===== src/rtl/imuldiv_div_port_arbiter_pkg.sv =====
// Shared definitions for the two-port divider arbiter: FSM encodings, result
// field positions, divide-request function codes and the divide-by-zero result.
package imuldiv_div_port_arbiter_pkg;

    localparam logic IMULDIV_DIVREQ_MSG_FUNC_UNSIGNED = 1'b0;
    localparam logic IMULDIV_DIVREQ_MSG_FUNC_SIGNED   = 1'b1;

    localparam int RESULT_QUOT_LSB = 0;
    localparam int RESULT_QUOT_MSB = 31;
    localparam int RESULT_REM_LSB  = 32;
    localparam int RESULT_REM_MSB  = 63;

    typedef enum logic [1:0] {
        ST_IDLE  = 2'd0,
        ST_ISSUE = 2'd1,
        ST_WAIT  = 2'd2,
        ST_RESP  = 2'd3
    } arb_state_e;

    typedef struct packed {
        logic        fn;
        logic [31:0] a;
        logic [31:0] b;
    } divreq_msg_t;

    // Divide by zero: quotient all-ones, remainder is the dividend.
    function automatic logic [63:0] divzero_result(input logic [31:0] a);
        logic [63:0] r;
        r = '0;
        r[RESULT_REM_MSB:RESULT_REM_LSB]   = a;
        r[RESULT_QUOT_MSB:RESULT_QUOT_LSB] = 32'hFFFF_FFFF;
        return r;
    endfunction

endpackage


===== src/rtl/imuldiv_div_rr_arb2.sv =====
// Two-way round-robin grant: a lone requester wins, a tie goes to the port
// that did not win last time.
module imuldiv_div_rr_arb2 (
    input  logic [1:0] vals,
    input  logic       last_grant,
    input  logic       en,
    output logic       grant,
    output logic       grant_val
);

    always_comb begin
        grant_val = en & (|vals);
        if (&vals) grant = ~last_grant;
        else       grant = vals[1];
    end

endmodule


===== src/rtl/imuldiv_div_port_arbiter.sv =====
// Shares one iterative divider between two requester ports, one transaction at
// a time, returning the result to the port that issued it.
// Optional: IMULDIV_DIV_ARB_DIVZERO_BYPASS_EN answers b==0 locally without the divider.
module imuldiv_div_port_arbiter
    import imuldiv_div_port_arbiter_pkg::*;
#(
    parameter logic PRIO_INIT = 1'b0,
    parameter int   CNT_W     = 16
) (
    input  logic             clk,
    input  logic             reset,

    input  logic             req0_msg_fn,
    input  logic [31:0]      req0_msg_a,
    input  logic [31:0]      req0_msg_b,
    input  logic             req0_val,
    output logic             req0_rdy,

    input  logic             req1_msg_fn,
    input  logic [31:0]      req1_msg_a,
    input  logic [31:0]      req1_msg_b,
    input  logic             req1_val,
    output logic             req1_rdy,

    output logic [63:0]      resp0_msg_result,
    output logic             resp0_val,
    input  logic             resp0_rdy,

    output logic [63:0]      resp1_msg_result,
    output logic             resp1_val,
    input  logic             resp1_rdy,

    output logic             divreq_msg_fn,
    output logic [31:0]      divreq_msg_a,
    output logic [31:0]      divreq_msg_b,
    output logic             divreq_val,
    input  logic             divreq_rdy,

    input  logic [63:0]      divresp_msg_result,
    input  logic             divresp_val,
    output logic             divresp_rdy,

    output logic             busy,
    output logic             owner,
    output logic [CNT_W-1:0] busy_cycles
);

    arb_state_e        state_q, state_d;
    logic              last_grant_q;
    logic              owner_q;
    divreq_msg_t       cap_q;
    logic [63:0]       result_q;
    logic [CNT_W-1:0]  busy_cycles_q;

    divreq_msg_t [1:0] req_msg;
    logic [1:0]        req_val_v, req_rdy_v, resp_val_v, resp_rdy_v;
    logic              grant, grant_val;
    logic              accept, bypass;

    assign req_msg[0]  = '{fn: req0_msg_fn, a: req0_msg_a, b: req0_msg_b};
    assign req_msg[1]  = '{fn: req1_msg_fn, a: req1_msg_a, b: req1_msg_b};
    assign req_val_v   = {req1_val, req0_val};
    assign resp_rdy_v  = {resp1_rdy, resp0_rdy};

    imuldiv_div_rr_arb2 u_rr_arb (
        .vals       (req_val_v),
        .last_grant (last_grant_q),
        .en         (state_q == ST_IDLE && !reset),
        .grant      (grant),
        .grant_val  (grant_val)
    );

`ifdef IMULDIV_DIV_ARB_DIVZERO_BYPASS_EN
    assign bypass = (req_msg[grant].b == 32'd0);
`else
    assign bypass = 1'b0;
`endif

    always_comb begin
        state_d     = state_q;
        req_rdy_v   = '0;
        resp_val_v  = '0;
        divreq_val  = 1'b0;
        divresp_rdy = 1'b0;
        accept      = 1'b0;
        case (state_q)
            ST_IDLE: begin
                if (grant_val) begin
                    req_rdy_v[grant] = 1'b1;
                    accept           = 1'b1;
                    state_d          = bypass ? ST_RESP : ST_ISSUE;
                end
            end
            ST_ISSUE: begin
                divreq_val = 1'b1;
                if (divreq_rdy) state_d = ST_WAIT;
            end
            ST_WAIT: begin
                divresp_rdy = 1'b1;
                if (divresp_val) state_d = ST_RESP;
            end
            ST_RESP: begin
                resp_val_v[owner_q] = 1'b1;
                if (resp_rdy_v[owner_q]) state_d = ST_IDLE;
            end
            default: state_d = ST_IDLE;
        endcase
        // Handshakes are masked for the whole reset cycle, even before state clears.
        if (reset) begin
            req_rdy_v   = '0;
            resp_val_v  = '0;
            divreq_val  = 1'b0;
            divresp_rdy = 1'b0;
            accept      = 1'b0;
        end
    end

    always_ff @(posedge clk) begin
        if (reset) begin
            state_q       <= ST_IDLE;
            last_grant_q  <= ~PRIO_INIT;
            owner_q       <= 1'b0;
            cap_q         <= '0;
            result_q      <= '0;
            busy_cycles_q <= '0;
        end else begin
            state_q <= state_d;
            if (accept) begin
                cap_q        <= req_msg[grant];
                owner_q      <= grant;
                last_grant_q <= grant;
                if (bypass) result_q <= divzero_result(req_msg[grant].a);
            end
            if (state_q == ST_WAIT && divresp_val) result_q <= divresp_msg_result;
            if (state_q != ST_IDLE && busy_cycles_q != '1)
                busy_cycles_q <= busy_cycles_q + 1'b1;
        end
    end

    assign req0_rdy         = req_rdy_v[0];
    assign req1_rdy         = req_rdy_v[1];
    assign resp0_val        = resp_val_v[0];
    assign resp1_val        = resp_val_v[1];
    assign resp0_msg_result = result_q;
    assign resp1_msg_result = result_q;

    assign divreq_msg_fn    = cap_q.fn;
    assign divreq_msg_a     = cap_q.a;
    assign divreq_msg_b     = cap_q.b;

    assign busy             = (state_q != ST_IDLE);
    assign owner            = owner_q;
    assign busy_cycles      = busy_cycles_q;

endmodule


===== config.mk =====
export PLATFORM = sky130hd
export DESIGN_NAME = imuldiv_div_port_arbiter
export DESIGN_NICKNAME = d
export VERILOG_FILES = /design/src/rtl/imuldiv_div_port_arbiter_pkg.sv /design/src/rtl/imuldiv_div_rr_arb2.sv /design/src/rtl/imuldiv_div_port_arbiter.sv
export SDC_FILE = /design/constraint.sdc
export NUM_CORES = 1
export LEC_CHECK = 0
export ABC_AREA = 1
export CAP_MARGIN = 40
export CELL_PAD_IN_SITES_DETAIL_PLACEMENT = 0
export CELL_PAD_IN_SITES_GLOBAL_PLACEMENT = 1
export CORE_AREA = 2 2 161 163
export DETAILED_ROUTE_END_ITERATION = 8
export DIE_AREA = 0 0 163 165
export DONT_BUFFER_PORTS = 1
export MAX_ROUTING_LAYER = met4
export PLACE_DENSITY_LB_ADDON = 0.25
export SLEW_MARGIN = 15
export SYNTH_ARGS = -nofsm -noshare
export SYNTH_HDL_FRONTEND = slang
export SYNTH_SLANG_ARGS = --single-unit

===== constraint.sdc =====
create_clock -name clk -period 5.8 [get_ports clk]
set_input_delay 1.74 -clock clk [delete_from_list [all_inputs] [get_ports clk]]
set_output_delay 1.74 -clock clk [all_outputs]
set_load 0.05 [all_outputs]

; Word-level counts from Yosys, hierarchy flattened
; Cells that the tools add are included.
[classes]
n_bitwise = 2
n_mux = 26
n_reduce_logical = 11
eq_ne = 8
magnitude_cmp = 4
addsub = 1
[op_table]
columns = operator, n
row1 = 2-to-1 mux 65 bit, 2
row2 = 2-to-1 mux 2 bit, 9
row3 = "adder 16 x 1 -> 16 bit, second input constant", 1
row4 = "inequality test 16 bit, second input constant", 1
row5 = 2-to-1 mux 1 bit, 12
row6 = "inequality test 2 bit, second input constant", 4
row7 = case mux 2 bit (4 select lines), 1
row8 = logical AND 1 bit, 5
row9 = "equality test 2 bit, second input constant", 2
row10 = "< comparator 1 x 2 -> 1 bit, second input constant", 2
row11 = AND reduction 4 bit, 1
row12 = demux 1 bit (select 1 bit), 2
row13 = "equality test 2 x 1 -> 1 bit, second input constant", 1
row14 = ">= comparator 1 bit, second input constant", 2
row15 = zero test 2 bit, 1
row16 = AND reduction 2 bit, 1
row17 = nonzero test 2 bit, 1
row18 = OR reduction 2 bit, 1
row19 = AND 1 bit, 1
row20 = zero test 1 bit, 1
row21 = NOT 1 bit, 1
[totals]
out_inout_bits = 217
elab_cells = 60
regBits = 149
inputBits = 202

; Depth between registers and ports, before layout
[logic_depth]
ltp_word = 9
mapped_depth = 10
mapped_depth_nobuf = 9

; Modules after synthesis
; Synthesis repeated with hierarchy kept, for this count alone.
[hier_totals]
cells_unflattened = 890
hier_area_um2 = 6441.2
[by_module_without_submodules]
columns = mod, cells_each, area_each_um2, seq_area_each_um2, n_inst
row1 = imuldiv_div_port_arbiter, 885, 6417.4, 2982.9, 1
row2 = imuldiv_div_rr_arb2, 5, 23.8, 0.0, 1

; Least setup slack after synthesis
; OpenSTA, ideal clock, no wires.
[synth_timing]
path_kind = input to output
from = input port reset
to = output port resp1_val
setup_slack_ns = 1.072
path_stages = 2
n_path_buf = 1
t_arrival_ns = 2.988
path_cell_list = buf_2 -> nor3_1
[synth_via]
elab_chain_cells = 1
[synth_lines]
columns = item, line_no
row1 = "start, declared", imuldiv_div_port_arbiter.sv:11  ; input logic reset,
row2 = 2-to-1 mux 2 bit, imuldiv_div_port_arbiter.sv:109  ; if (reset) begin
row3 = "end, declared", imuldiv_div_port_arbiter.sv:30  ; output logic resp1_val,
; No other way between the ends.

; Final worst setup path
[layout_timing]
from = input port req1_val
to = output port req0_rdy
[layout_via]
elab_chain_cells = 9
elab_cells_between_ends = 12
[layout_lines]
columns = item, line_no
row1 = "start, declared", imuldiv_div_port_arbiter.sv:22  ; input logic req1_val,
row2 = AND reduction 2 bit, imuldiv_div_rr_arb2.sv:13  ; if (&vals) grant = ~last_grant;
row3 = 2-to-1 mux 1 bit, imuldiv_div_rr_arb2.sv:13
row4 = < comparator 1 x 2 -> 1 bit / >= comparator 1 bit (equally long branches), --
row5 = logical AND 1 bit (implied by the code), imuldiv_div_port_arbiter.sv:89  ; req_rdy_v[grant] = 1'b1;
row6 = 2-to-1 mux 1 bit (implied by the code), imuldiv_div_port_arbiter.sv:89
row7 = demux 1 bit (select 1 bit), imuldiv_div_port_arbiter.sv:89
row8 = 2-to-1 mux 2 bit (*), imuldiv_div_port_arbiter.sv:88  ; if (grant_val) begin
row9 = 2-to-1 mux 2 bit (*), imuldiv_div_port_arbiter.sv:86  ; case (state_q)
row10 = 2-to-1 mux 2 bit (*), imuldiv_div_port_arbiter.sv:109
row11 = "end, declared", imuldiv_div_port_arbiter.sv:17  ; output logic req0_rdy,
; Mark *: on every way between the ends. The rest lies on a longest branch, timed or not.

==> results.sh <==
export IMPL_reg2reg_slack_ns=3.57
export IMPL_status="completed"
export IMPL_viasPerCell=4.61
export IMPL_ys_warn_count=0
export IMPL_dp_cells=1326
export IMPL_via_count=6255
export IMPL_grt_start_max_net_pins=76
export IMPL_worst_slew_pin_slew_ns=0.879
export IMPL_antenna_found_initial=0
export IMPL_yosys_area_top_type="dfxtp_1"
export IMPL_slowest_delay_ns=0.26
export IMPL_ys_flop_type="dfxtp_1"
export IMPL_cp_num_buf_inv=2
export IMPL_leakage_nw=3.37
export IMPL_min_path_type="reg -> reg"
export IMPL_hold_violations=0
export IMPL_first_pass_iters=4
export IMPL_setup_ws_ns=1.57
export IMPL_crit_type="in -> out"
export IMPL_grt_pass1_wl_um=34100
export IMPL_die_area_um2=26900
export IMPL_required_ns=4.06
export IMPL_vdd_ir_drop_max_uv=237
export IMPL_synth_edf_count=0
export IMPL_syn_to_final_growth_pct=15.7
export IMPL_final_cells=1358
export IMPL_postCtsResizedCells=0
export IMPL_post_route_drc_count=0
export IMPL_final_cell_mix="378 x nand2_1, 176 x nor2_1, 149 x dfxtp_1, 77 x a21oi_1, 69 x o21ai_0"
export IMPL_htree_levels=4
export IMPL_cts_buffers=17
export IMPL_worstPathMaxFanout=5
export IMPL_synth_top_area_share_pct=42.7
export IMPL_critPathTopFamily="simple AND/OR/NAND/NOR gates"
export IMPL_root_buffer="clkbuf_16"
export IMPL_ys_types=24
export IMPL_cts_tree="done"
export IMPL_initial_core_util_pct=27.9
export IMPL_cts_hold_buffers=0
export IMPL_synthArstFlopShare_pct=0
export IMPL_first_global_vias=6039
export IMPL_tns_ns=0
export IMPL_fin_crit_sh_pct=73.0
export IMPL_clkTransAtPathRegs_ns=0.07
export IMPL_die_y_um=165
export IMPL_crit_path_start_kind="input pin"
export IMPL_fin_util_pct=32.3
export IMPL_hold_depth=2
export IMPL_slew_headroom_pct=41.2
export IMPL_io_pins=419
export IMPL_final_nets=1222
export IMPL_cap_violations=0
export IMPL_pre_cts_ws_ns=1.52
export IMPL_r2r_end="busy_cycles[10]"
export IMPL_min_to="last_grant_q"
export IMPL_p_per_area_nw_per_um2=519
export IMPL_synth_seq_area_share_pct=42.7
export IMPL_hpwl_um=16400
export IMPL_rsz0062_at_grt="false"
export IMPL_holdCritStartpoint="last_grant_q"
export IMPL_cp_arrival_ns=2.49
export IMPL_cp_cell_sequence="o21ai_2, nor2_4, inv_2, nor2_1, buf_4"
export IMPL_clkLatencyLatePin_ns=0.42
export IMPL_drive_above_1_share_pct=12.1
export IMPL_clock_path_buffers=2
export IMPL_ys_seq_elements=149
export IMPL_ff2ff_path_depth=8
export IMPL_netlist_area_um2=6990
export IMPL_wl_per_cell_um=16.7
export IMPL_netlist_instances=1044
export IMPL_syn_avg_cell_area_um2=6.70
export IMPL_max_freq_mhz=236
export IMPL_period_needed_ns=4.23
export IMPL_num_rows=58
export IMPL_setup_viol=0
export IMPL_synth_fp_nets=1251
export IMPL_endpoint_kind="output pin"
export IMPL_gp_congestion=0.764
export IMPL_reg2reg_from="state_q[0]"
export IMPL_drt_total_wl_um=22600
export IMPL_core_area_um2=25000
export IMPL_slew_viol_final=0
export IMPL_cts_setup_buffers=0
export IMPL_cpMaxStageDelayCell="buf_4"
export IMPL_dieWidth_um=163
export IMPL_cts_sinks=149
export IMPL_synth_area_top_cells="dfxtp_1 43%, nand2_1 20%, nor2_1 9.5%"
export IMPL_drtAntennaViolNets=0
export IMPL_diodes=0
export IMPL_portBuffers=0
export IMPL_final_common_cell="nand2_1"
export IMPL_finalClockSkew_ns=0.00967
export IMPL_overflow=0
export IMPL_first_iter_violations=295
export IMPL_fill_cells=2807
export IMPL_groute_usage_overall_pct=16.8
export IMPL_power_total_w=0.00420
-- power by group --
part           internal [W]  switching (W)
Sequential          0.00119       0.000708
Combinational      0.000388       0.000848
Clock              0.000575       0.000486
Total               0.00215        0.00204
-- tightest hold or removal path, cell delays in order (launching register included) --
cell and delay, ns:
dfxtp_1 0.34, nor2_1 0.05, nor2_1 0.08
-- registers in the layout, summed over array words and instances (netlist names) --
name	count
busy_cycles	16
divreq_msg_a	32
divreq_msg_b	32
divreq_msg_fn	1
last_grant_q	1
owner	1
resp0_msg_result	64
state_q	2
-- layout make-up --
type | count | area (um2) | share of cell area [%]
Clock inverter | 13 | 116 | 1.44
Multi-Input combinational cell | 743 | 3120 | 38.6
Inverter | 29 | 109 | 1.35
Sequential cell | 149 | 2980 | 36.9
Clock buffer | 19 | 443 | 5.48
Timing Repair Buffer | 75 | 898 | 11.1
Tap cell | 330 | 413 | 5.11
-- per-stage QoR --
step                cell area (um2)  hold WS, ns
floorplan                      6990        0.453
global placement               6700        0.495
detailed placement             7530        0.497
CTS                            8090        0.514
global route                   8090        0.563
finish                         8090        0.504
-- worst max-delay path by stage --
| stage | start | to | slack [ns] | depth (start not counted) |
|---|---|---|---|---|
| floorplan | reset | resp1_val | 1.07 | 2 |
| CTS | req1_val | req0_rdy | 1.52 | 5 |
| detailed placement | req1_val | req0_rdy | 1.52 | 5 |
| global placement | req1_val | req0_rdy | 1.54 | 5 |
| global route | req1_val | req0_rdy | 1.44 | 5 |
| finish | req1_val | req0_rdy | 1.57 | 5 |
-- per-layer routing --
metal	wire length [um]	GRT usage, %	up-vias
met5	0	-	-
met4	660	6.60	0
met3	1560	5.37	36
met2	10800	25.9	213
met1	9650	20.5	2867
li1	-	-	3139
-- kinds of logic (layout without fill, tap and decap cells) --
logic type,count (synthesis),count (layout),synth area share [%]
XOR/XNOR,2,2,0.251
AO/OA/AOI/OAI,148,148,10.7
AND/OR/NAND/NOR,588,588,32.8
buffers and inverters,152,136,12.7
adder cells (fa/ha/maj),5,5,0.895
flip-flops,149,149,42.7
-- cell usage after synthesis (4+ instances only) --
cell / n
nand3_1: 12
inv_1: 26
nand2_1: 380
o21ai_0: 69
nor2_2: 4
dfxtp_1: 149
buf_4: 77
buf_1: 4
nor2_1: 176
buf_2: 15
a21oi_1: 77
clkbuf_1: 25
nand4_1: 6
nand3_2: 5
ha_1: 5
Power figures use the tool's default switching activity.
